===== config.mk =====
export PLATFORM = sky130hd
export DESIGN_NAME = enco_prio_rr
export DESIGN_NICKNAME = d
export VERILOG_FILES = /design/src/rtl/enco_pkg.sv /design/src/rtl/enco_prio_core.sv /design/src/rtl/enco_prio_rr.sv
export SDC_FILE = /design/constraint.sdc
export NUM_CORES = 1
export LEC_CHECK = 0
export CAP_MARGIN = 20
export CORE_UTILIZATION = 47
export CTS_CLUSTER_SIZE = 16
export DETAILED_ROUTE_END_ITERATION = 7
export GPL_ROUTABILITY_DRIVEN = 0
export PLACE_DENSITY = 0.8
export REMOVE_ABC_BUFFERS = 1
export SLEW_MARGIN = 20
export SYNTH_ARGS = -nofsm -noshare
export SYNTH_HDL_FRONTEND = slang
export SYNTH_HIERARCHICAL = 1
export SYNTH_SLANG_ARGS = --single-unit

===== constraint.sdc =====
create_clock -name clk -period 1.9 [get_ports clk]
set_input_delay 0.38 -clock clk [delete_from_list [all_inputs] [get_ports clk]]
set_output_delay 0.38 -clock clk [all_outputs]
set_load 0.1 [all_outputs]

===== src/rtl/enco_pkg.sv =====
// Shared constants, output-buffer state type and multi-hot helper for the
// priority / round-robin encoder.
package enco_pkg;

    localparam int MODE_FIXED = 0;
    localparam int MODE_RR    = 1;
    localparam int CNT_W      = 16;
    localparam int MAX_N      = 64;

    localparam logic [MAX_N-1:0] ONE_MAX = {{(MAX_N-1){1'b0}}, 1'b1};

    typedef enum logic {
        ST_EMPTY = 1'b0,
        ST_FULL  = 1'b1
    } buf_state_t;

    // Clearing the lowest set bit leaves something only if two or more were set.
    function automatic logic multi_hot(input logic [MAX_N-1:0] v);
        return (v & (v - ONE_MAX)) != '0;
    endfunction

endpackage


===== src/rtl/enco_prio_core.sv =====
// Combinational index search: first set request at or above ptr_i, wrapping
// through N-1 back to 0. With ptr_i tied to 0 this is plain lowest-bit-wins.
module enco_prio_core #(
    parameter int N = 4,
    parameter int W = $clog2(N)
) (
    input  logic [N-1:0] req_i,
    input  logic [W-1:0] ptr_i,
    output logic [W-1:0] idx_o,
    output logic         found_o
);

    logic [2*N-1:0] dbl;
    logic [2*N-1:0] masked;
    int             pos;

    // Lower copy is masked below ptr; the unmasked upper copy supplies the wrap.
    always_comb begin
        dbl    = {req_i, req_i};
        masked = '0;
        pos    = 0;
        for (int i = 0; i < 2*N; i++) begin
            masked[i] = dbl[i] & (i >= int'(ptr_i));
        end
        for (int i = 2*N-1; i >= 0; i--) begin
            if (masked[i]) pos = i;
        end
        idx_o   = (pos >= N) ? W'(pos - N) : W'(pos);
        found_o = |req_i;
    end

endmodule


===== src/rtl/enco_prio_rr.sv =====
// Registered N-to-W encoder with fixed or round-robin priority, multi-hot
// flag, one-entry valid/ready output buffer and saturating accept counter.
module enco_prio_rr
    import enco_pkg::*;
#(
    parameter int N    = 4,
    parameter int W    = $clog2(N),
    parameter int MODE = MODE_FIXED
) (
    input  logic             clk,
    input  logic             rst_n,
    input  logic             en_i,
    input  logic [N-1:0]     req_i,
    input  logic             ready_i,
    output logic [W-1:0]     code_o,
    output logic             valid_o,
    output logic             multi_o,
    output logic [CNT_W-1:0] cnt_o
);

    buf_state_t       state_q, state_d;
    logic [W-1:0]     code_q, code_d;
    logic             multi_q, multi_d;
    logic [W-1:0]     ptr_q, ptr_d;
    logic [CNT_W-1:0] cnt_q, cnt_d;

    logic [W-1:0] core_ptr;
    logic [W-1:0] idx;
    logic         found;
    logic         accept;
    logic         load;

    // Fixed-priority mode always scans from bit 0.
    assign core_ptr = (MODE == MODE_RR) ? ptr_q : '0;

    enco_prio_core #(
        .N (N),
        .W (W)
    ) u_core (
        .req_i   (req_i),
        .ptr_i   (core_ptr),
        .idx_o   (idx),
        .found_o (found)
    );

    assign accept = (state_q == ST_FULL) & ready_i;
    assign load   = en_i & found & ((state_q == ST_EMPTY) | ready_i);

    // Next-state for buffer, pointer and counter; hold everything by default.
    always_comb begin
        state_d = state_q;
        code_d  = code_q;
        multi_d = multi_q;
        ptr_d   = ptr_q;
        cnt_d   = cnt_q;
        if (load) begin
            state_d = ST_FULL;
            code_d  = idx;
            multi_d = multi_hot(MAX_N'(req_i));
            if (MODE == MODE_RR) begin
                ptr_d = (idx == W'(N-1)) ? '0 : idx + W'(1);
            end
        end else if (accept) begin
            state_d = ST_EMPTY;
        end
        if (accept && (cnt_q != '1)) begin
            cnt_d = cnt_q + CNT_W'(1);
        end
    end

    // State registers; reset drops any pending result immediately.
    always_ff @(posedge clk or negedge rst_n) begin
        if (!rst_n) begin
            state_q <= ST_EMPTY;
            code_q  <= '0;
            multi_q <= 1'b0;
            ptr_q   <= '0;
            cnt_q   <= '0;
        end else begin
            state_q <= state_d;
            code_q  <= code_d;
            multi_q <= multi_d;
            ptr_q   <= ptr_d;
            cnt_q   <= cnt_d;
        end
    end

    assign code_o  = code_q;
    assign valid_o = (state_q == ST_FULL);
    assign multi_o = multi_q;
    assign cnt_o   = cnt_q;

endmodule


==> results of run 1 <==
==> sequential cells by signal, summed over array words and instances, names as in the netlist <==
| name | cells |
|---|---|
| code_o | 2 |
| multi_o | 1 |
| valid_o | 1 |
| cnt_o | 16 |
==> cell usage in the layout, fill, tap and decap left out, drive strengths merged <==
master / n
a2111oi: 1
a21oi: 1
a221oi: 1
and2: 1
and2b: 1
and3: 1
buf: 33
bufinv: 1
clkbuf: 3
clkdlybuf4s50: 7
conb: 8
dfrtp: 20
ha: 1
maj3: 1
mux2: 4
mux2i: 1
nand2: 13
nand2b: 2
nand3: 7
nand4: 4
nor2: 6
nor3: 4
nor3b: 3
nor4: 4
nor4b: 3
o21ai: 5
o311ai: 1
or3: 1
xor2: 12
==> power breakdown <==
| part | internal (mW) | switching (mW) |
|---|---|---|
| registers | 0.499 | 0.0960 |
| logic | 0.381 | 0.726 |
| clock network | 0.214 | 0.136 |
==> metrics by stage <==
stage / setup TNS, ns / cell area, sq um / std cells / utilization [%] / power (mW)
6_report: 0 / 1707 / 177 / 83.58 / 2.050
3_3_place_gp: -0.06562 / 1648 / 173 / 80.70 / 1.671
3_5_place_dp: -0.3781 / 1648 / 173 / 80.70 / 1.706
5_1_grt: 0 / 1707 / 177 / 83.58 / 2.122
2_1_floorplan: -3.665 / 1084 / 106 / - / 1.255
4_1_cts: 0 / 1700 / 177 / 83.27 / 2.056
==> critical path: cells and delay by family <==
kind	cells	cell delay [ns]
XOR/XNOR	1	0.18
AND/OR/NAND/NOR	3	0.72
buffers and inverters	2	0.73
==> how the worst min path moves through the flow <==
| stage | start | endpoint | slack, ns | cells past startpoint |
|---|---|---|---|---|
| after detailed placement | multi_o | multi_o | 0.49 | 2 |
| after CTS | rst_n | cnt_o[6] | 0.40 | 2 |
| after floorplan | rst_n | cnt_o[0] | 0.08 | 0 |
| after global routing | rst_n | cnt_o[6] | 0.40 | 2 |
| final | rst_n | cnt_o[6] | 0.39 | 2 |
| after global placement | multi_o | multi_o | 0.48 | 2 |
==> logic make-up (layout without fill, tap and decap cells) <==
group                      after synthesis  after routing  synth area share, %
AOI/OAI and AO/OA                        9              9                5.443
DFF                                     20             20                47.34
xor gates and xnor gates                12             12                9.941
muxes                                    5              5                5.562
and+or+nand+nor                         50             50                29.23
adders and majority gates                2              2                2.130
other                                    1              8               0.3547
buffers and inverters                    0             44                    0
==> metal layers <==
metal  up-vias  part of all wire [%]  GRT usage, %
met5         -                     0             0
met4         0                   2.0         7.143
met2        39                    55         51.37
met1       467                    39         27.22
met3        11                   3.7         4.050
li1        459                     -             -
==> cell type report <==
class / instances / area (sq um) / share of cell area, %
Tap cell: 27 / 33.78 / 1.979
Timing Repair Buffer: 40 / 530.5 / 31.08
Clock inverter: 1 / 30.03 / 1.760
Clock buffer: 3 / 22.52 / 1.320
Multi-Input combinational cell: 86 / 589.3 / 34.53
Sequential cell: 20 / 500.5 / 29.33
==> timing repair <==
action | in CTS | in global routing
resized for setup | 0 | 1
hold endpoints to repair | 0 | 0
setup endpoints to repair | 0 | 1
==> flow_summary_export.csv, run 1 <==
group,metric,value,unit
critical_path,r2r_slack,0.19,ns
synth,synth_commonest_cells,"dfrtp_1, nand2_1, xor2_1, nand3_1",
cts,post_cts_buffers,0,
route,drcViolationCount,0,
synth,synth_most_common_cell,"dfrtp_1",
place,place_hpwl,2.111,mm
layout,syn_to_final_growth,61.42,%
grt,grt_overflow,0,
cts,cts_tree,"done",
synth,synth_top_area_share,47.34,%
critical_path,crit_type,"primary input to register",
critical_path,r2r_start,"cnt_o[2]",
critical_path,critPathArrivalTime,2.01,ns
floorplan,dieArea,0.002443,sq mm
route,dr.first_iter.drc_count,18,
synth,ys_ff_latch,20,
grt,grt_pass1_wl,4.609,mm
critical_path,startpoint,"ready_i",
layout,drive_gt1_share,31.33,%
pwr,pwr_density_cell,1201,mW/mm^2
critical_path,reg2reg_to,"cnt_o[5]",
synth,ys_warn_count,6,
synth,syn_avg_cell_area,10.68,sq um
critical_path,worst_ep_required_time,2.13,ns
route,vias,976,
layout,final_nets,160,
route,routed_via_density,5.514,
route,wl,2.802,mm
floorplan,die_width,49.43,microns
critical_path,max_stage_delay,0.49,ns
sta,timing.hold.ws,0.3886,ns
place,place_ws,-0.1768,ns
critical_path,endpoint_kind,"register",
place,io_buffers,27,
run_status,outcome,"finished clean",
grt,grt_max_degree,21,
grt,grt_antenna_before_repair,0,
synth,synth_top_cell_by_area,"dfrtp_1",
critical_path,cp-start-kind,"primary input",
floorplan,coreArea,0.002042,sq mm
floorplan,num_rows,16,
run,max_cap_viol_count,0,
cts,ctsLongestPathBuffers,2,
sta,setup_slack,0.1179,ns
cts,clkLatencyLatePin,0.31,ns
sta,skew,0.01605,ns
sta,slew_viol_final,0,
sta,setup_viol,0,
sta,timing.fmax,561.1,MHz
layout,antenna_cells,0,
cts,ctsHoldBuffers,0,
cts,cts_made_buffers,3,
route,ant_nets,0,
critical_path,worst-r2r-cell-count,5,
critical_path,endpoint,"cnt_o[5]",
sta,min_period,1.782,ns
synth,ys_async_sr_fraction,100.0,%
layout,n_fill_cell,126,
synth,syn_area,0.001057,sq mm
grt,grt_pass1_vias,965,
cts,root_buffer,"clkbuf_4",
grt,grt_usage,25.75,%
critical_path,critPathSlowestCell,"clkdlybuf4s50_1",
pwr,ir_drop,1276,uV
critical_path,worstPathMaxFanout,6,
sta,hold_violations,0,
worst_hold_path,hold_class,"primary input to async pin",
cts,cts.reportedPaths.clkPinSlew,0.12,ns
floorplan,start_util,51.78,%
synth,synth.area.top_cells,"dfrtp_1, xor2_1, nand2_1",
route,drtPass1Iterations,6,
sta,fin_crit_sh,93.79,%
route,wire_per_inst,15.83,microns
cts,cts-htree-levels,1,
synth,synth_edf_count,0,
synth,ys_types,30,
sta,rsz0062_at_grt,"no",
synth,synth-seq-area-share,47.34,%
floorplan,ioPinCount,28,
critical_path,path_cells,"clkdlybuf4s50_1 > and3_1 > nand3_1 > buf_4 > nor3_1 > xor2_1",
floorplan,dieHeight,49.43,microns
synth,synthCells,99,
synth,synth-main-ff-cell,"dfrtp_1",
cts,clkSinkCount,20,
pwr,leakage,0.8278,nW
(Power assumes the default switching activity.)
==> inputs of run 2 (changes only) <==
--- a/config.mk
+++ b/config.mk
@@ -6,13 +6,13 @@
 export NUM_CORES = 1
 export LEC_CHECK = 0
 export CAP_MARGIN = 20
+export CORE_MARGIN = 3
 export CORE_UTILIZATION = 47
 export CTS_CLUSTER_SIZE = 16
 export DETAILED_ROUTE_END_ITERATION = 7
 export GPL_ROUTABILITY_DRIVEN = 0
 export PLACE_DENSITY = 0.8
 export REMOVE_ABC_BUFFERS = 1
-export SLEW_MARGIN = 20
 export SYNTH_ARGS = -nofsm -noshare
 export SYNTH_HDL_FRONTEND = slang
 export SYNTH_HIERARCHICAL = 1
==> constraint.sdc (replaced) <==
create_clock -name clk -period 1.8 [get_ports clk]
set_input_delay 0.36 -clock clk [delete_from_list [all_inputs] [get_ports clk]]
set_output_delay 0.36 -clock clk [all_outputs]
set_load 0.1 [all_outputs]
==> run 2 against run 1 <==
Register-to-register slack worse by 0.13 ns. Global-route usage down 1.9 points. Non-clock buffer count up 7. Sequential power increased by 1%. Via count rose by 8.5%. Final cell count rose by 4.0%. Critical path depth stayed put. Design area up 4.7%.
==> flow_summary_export.csv, run 2 (synthesized netlist as in run 1, its figures left out) <==
group,metric,value,unit
run_status,outcome,"finished clean",
grt,grt_usage,23.89,%
critical_path,worstPathMaxFanout,6,
floorplan,coreArea,0.002042,sq mm
cts,cts_made_buffers,3,
sta,slew_headroom,64.11,%
layout,multi_input_area,595.6,sq um
run,max_cap_viol_count,0,
critical_path,worst_ep_required_time,2.05,ns
cts,root_buffer,"clkbuf_4",
cts,cts.reportedPaths.clkPinSlew,0.12,ns
place,dpl_cell_area,0.001738,sq mm
cts,clkLatencyLatePin,0.31,ns
sta,setup_viol,0,
floorplan,dieArea,0.002855,sq mm
place,io_buffers,27,
critical_path,cp-start-kind,"primary input",
sta,timing.fmax,564.2,MHz
grt,grt_pass1_wl,4.830,mm
route,wl,3.388,mm
critical_path,critPathArrivalTime,2.02,ns
layout,final_cell_area,0.001787,sq mm
layout,final_cell_mix,"dfrtp_1, buf_12, buf_4",
floorplan,num_rows,16,
route,drcViolationCount,0,
cts,post_cts_buffers,0,
floorplan,start_util,51.78,%
sta,timing.hold.ws,0.3723,ns
cts,cts_tree,"done",
route,drtPass1Iterations,4,
layout,largest_reg_flops,16,
place,place_hpwl,2.293,mm
layout,final_core_util,87.50,%
cts,clkSinkCount,20,
grt,grt_antenna_before_repair,0,
cts,cts-htree-levels,1,
pwr,pwr_density_cell,1202,mW/mm^2
route,wire_per_inst,18.41,microns
route,dr.first_iter.drc_count,61,
worst_hold_path,hold_class,"primary input to async pin",
sta,min_period,1.773,ns
floorplan,ioPinCount,28,
pwr,ir_drop,1214,uV
grt,grt_overflow,0,
grt,grt_max_degree,21,
place,dp.cells,180,
sta,tightest_slew,0.5334,ns
critical_path,crit_type,"primary input to register",
layout,antenna_cells,0,
cts,cts_resized,0,
sta,setup_slack,0.02747,ns
floorplan,die_width,53.43,microns
sta,skew,0.01020,ns
critical_path,endpoint_kind,"register",
layout,finalNonFillerCells,184,
sta,fin_crit_sh,98.47,%
layout,seq_area,500.5,sq um
layout,drive_gt1_share,35.03,%
sta,slew_viol_final,0,
layout,n_fill_cell,108,
pwr,leakage,0.8709,nW
cts,ctsLongestPathBuffers,2,
floorplan,dieHeight,53.43,microns
sta,hold_violations,0,
layout,syn_to_final_growth,68.99,%
route,routed_via_density,5.755,
layout,final_nets,167,
place,place_ws,-0.2820,ns
grt,grt_pass1_vias,1063,
route,ant_nets,0,
cts,ctsHoldBuffers,0,
route,vias,1059,
## run 2: cell count changes in the layout (fill, tap and decap cells not counted)
cell       change
nor4b_2        +1
clkbuf_8       +1
bufinv_16      -1
buf_12         +3
nor4b_1        -1
buf_4          +4
## run 2: layer usage
metal  wire length (microns)  up-vias  global-route usage (%)
li1                        -      472                       -
met1                    1270      516                   26.02
met2                    1812       59                   43.27
met3                     206       12                   7.324
met4                      99        0                   7.660
met5                       0        -                       0
## run 2: where the power goes
part	internal [mW]	leakage (nW)	switching [mW]
Clock	0.124	0.0210	0.146
Sequential	0.526	0.261	0.0766
Combinational	0.467	0.589	0.808
## run 2: path summary, 6_finish.rpt
| check | from | slack [ns] | to | cells after the start |
|---|---|---|---|---|
| worst max-delay path | ready_i | 0.03 | cnt_o[5] | 6 |
| worst min register to register | code_o[0] | 0.60 | code_o[0] | 1 |
| worst max register to register | cnt_o[2] | 0.06 | cnt_o[5] | 5 |
| worst min-delay path | rst_n | 0.37 | cnt_o[5] | 2 |
| max in group asynchronous | rst_n | 1.21 | code_o[0] | 2 |
| min in group clk | code_o[0] | 0.60 | code_o[0] | 1 |
## run 2: stage by stage
stage | TNS, ns | power (mW)
global placement | -0.4318 | 1.846
detailed placement | -1.287 | 1.876
global route | -0.01143 | 2.226
CTS | 0 | 2.137
finish | 0 | 2.148
floorplan | -5.265 | 1.324
## run 2: cell type report
type                            instances  area share [%]
Timing Repair Buffer                   47           34.73
Multi-Input combinational cell         86           33.33
Sequential cell                        20           28.01
Clock buffer                            4           2.031
Tap cell                               27           1.891
## run 2: critical path, cell delays in order
cell	delay [ns]
clkdlybuf4s50_1	0.51
and3_1	0.25
nand3_1	0.27
buf_4	0.24
nor3_1	0.22
xor2_1	0.16
==> inputs of run 3 (changes only) <==
--- a/config.mk
+++ b/config.mk
@@ -6,8 +6,10 @@
 export NUM_CORES = 1
 export LEC_CHECK = 0
 export CAP_MARGIN = 20
+export CELL_PAD_IN_SITES_DETAIL_PLACEMENT = 0
+export CELL_PAD_IN_SITES_GLOBAL_PLACEMENT = 1
 export CORE_MARGIN = 3
-export CORE_UTILIZATION = 47
+export CORE_UTILIZATION = 36
 export CTS_CLUSTER_SIZE = 16
 export DETAILED_ROUTE_END_ITERATION = 7
 export GPL_ROUTABILITY_DRIVEN = 0
==> run 3 against run 2 <==
Register-to-register slack improved by 0.07 ns. Clock power decreased by 3%. Core utilization decreased by 25 points. Via count decreased by 13%. Critical endpoint is now cnt_o[6].
==> flow_summary_export.csv, run 3 (synthesized netlist as in run 1, its figures left out) <==
group,metric,value,unit
run_status,outcome,"finished clean",
grt,grt_pass1_vias,943,
cts,cts_resized,0,
critical_path,crit_type,"register to register",
critical_path,r2r_start,"cnt_o[9]",
critical_path,startpoint,"cnt_o[9]",
route,dr.first_iter.drc_count,24,
route,drcViolationCount,0,
place,io_buffers,27,
sta,min_period,1.670,ns
layout,largest_reg_flops,16,
route,ant_nets,0,
grt,grt_use_met1,20.16,%
place,place_hpwl,1.940,mm
layout,syn_to_final_growth,65.44,%
grt,grt_overflow,0,
grt,grt_pass1_wl,4.257,mm
floorplan,dieHeight,60.19,microns
cts,cts_tree,"done",
place,dp.cells,180,
grt,met2_usage,25.15,%
critical_path,max_stage_delay,0.50,ns
floorplan,die_width,60.19,microns
route,routed_via_density,5.005,
cts,cts-htree-levels,1,
pwr,leakage,0.8484,nW
cts,clkLatencyLatePin,0.30,ns
route,vias,921,
floorplan,coreArea,0.002781,sq mm
pwr,power_frac_seq,29.8,%
cts,ctsLongestPathBuffers,2,
route,wl,2.392,mm
sta,skew,0.009507,ns
layout,finalNonFillerCells,184,
pwr,total_power,2.096,mW
floorplan,ioPinCount,28,
place,dpl_cell_area,0.001713,sq mm
cts,root_buffer,"clkbuf_4",
cts,post_cts_buffers,0,
floorplan,start_util,38.01,%
critical_path,cp-start-kind,"register",
sta,fin_crit_sh,92.75,%
grt,grt_antenna_before_repair,0,
route,wire_per_inst,13.00,microns
cts,cts.reportedPaths.clkPinSlew,0.12,ns
critical_path,critPathArrivalTime,1.86,ns
cts,cts_made_buffers,3,
critical_path,path_cells,"nand4_2 > o311ai_1 > buf_4 > nor2_1 > xor2_1",
layout,final_cell_area,0.001749,sq mm
layout,final_core_util,62.89,%
grt,busiest_layer,"met2",
sta,rsz0062_at_grt,"no",
route,drtPass1Iterations,4,
sta,setup_viol,0,
pwr,p_int,1.106,mW
pwr,p_switching,990.4,uW
pwr,ir_drop,1835,uV
critical_path,worst_ep_required_time,1.99,ns
grt,grtUsageMet3,2.808,%
floorplan,dieArea,0.003623,sq mm
sta,hold_violations,0,
critical_path,endpoint_kind,"register",
grt,grt_max_degree,21,
pwr,combPwrFrac,57.7,%
layout,drive_gt1_share,32.03,%
floorplan,num_rows,19,
pwr,pwr_density_cell,1198,mW/mm^2
pwr,clkPwrFrac,12.5,%
grt,grt_usage,15.55,%
critical_path,critPathSlowestCell,"dfrtp_1",
critical_path,worstPathMaxFanout,5,
layout,final_nets,163,
cts,clkSinkCount,20,
sta,slew_viol_final,0,
cts,ctsHoldBuffers,0,
pwr,swShare,47.25,%
sta,timing.fmax,599.0,MHz
layout,final_cell_mix,"dfrtp_1, buf_12, buf_4",
worst_hold_path,hold_class,"primary input to async pin",
layout,antenna_cells,0,
run,max_cap_viol_count,0,
layout,n_fill_cell,232,
[run 3: changes by cell type in the layout (fill, tap and decap cells not counted), sizes merged]
| cell | delta |
|---|---|
| buf | -4 |
[run 3: power by group through the flow]
stage	combinational (mW)	clock [mW]	sequential, mW
floorplan	0.145	0	1.18
global placement	1.21	0	0.626
detailed placement	1.22	0	0.631
CTS	1.22	0.272	0.624
global route	1.26	0.299	0.639
finish	1.21	0.262	0.624
[run 3: final timing paths]
kind                       endpoint  slack (ns)  cells after the start
setup / recovery           cnt_o[6]        0.13                      5
hold / removal             cnt_o[1]        0.39                      2
setup reg to reg           cnt_o[6]        0.13                      5
hold reg to reg             multi_o        0.58                      2
max in group asynchronous  cnt_o[8]        1.19                      2
min in group clk            multi_o        0.58                      2
[run 3: layout make-up]
type / instances / area (sq um) / share of cell area, %
repair buffers: 43 / 590.6 / 33.76
multi-input cells: 86 / 583.1 / 33.33
flip-flops and latches: 20 / 500.5 / 28.61
well taps: 31 / 38.79 / 2.217
clock buffers: 4 / 36.28 / 2.074
[run 3: per-layer routing]
layer,vias to the layer above,share of wire (%)
li1,460,-
met1,434,43
met2,25,50
met3,2,5.4
met4,0,1.0
met5,-,0
[run 3: worst max-delay path: cells and delay by family, from the launching register on]
kind | cells | cell delay [ns]
AO/OA/AOI/OAI | 1 | 0.49
buffers and inverters | 1 | 0.19
AND/OR/NAND/NOR | 2 | 0.25
flip-flops | 1 | 0.50
XOR/XNOR | 1 | 0.13
[run 3: per-stage QoR]
step / setup TNS (ns) / setup slack, ns / hold WS [ns]
2_1_floorplan: -5.265 / -0.4689 / 0.06441
5_1_grt: 0 / 0.02194 / 0.3900
4_1_cts: 0 / 0.1244 / 0.4004
3_5_place_dp: -0.8321 / -0.1527 / 0.5547
3_3_place_gp: -0.5325 / -0.1651 / 0.5454
6_report: 0 / 0.1304 / 0.3910
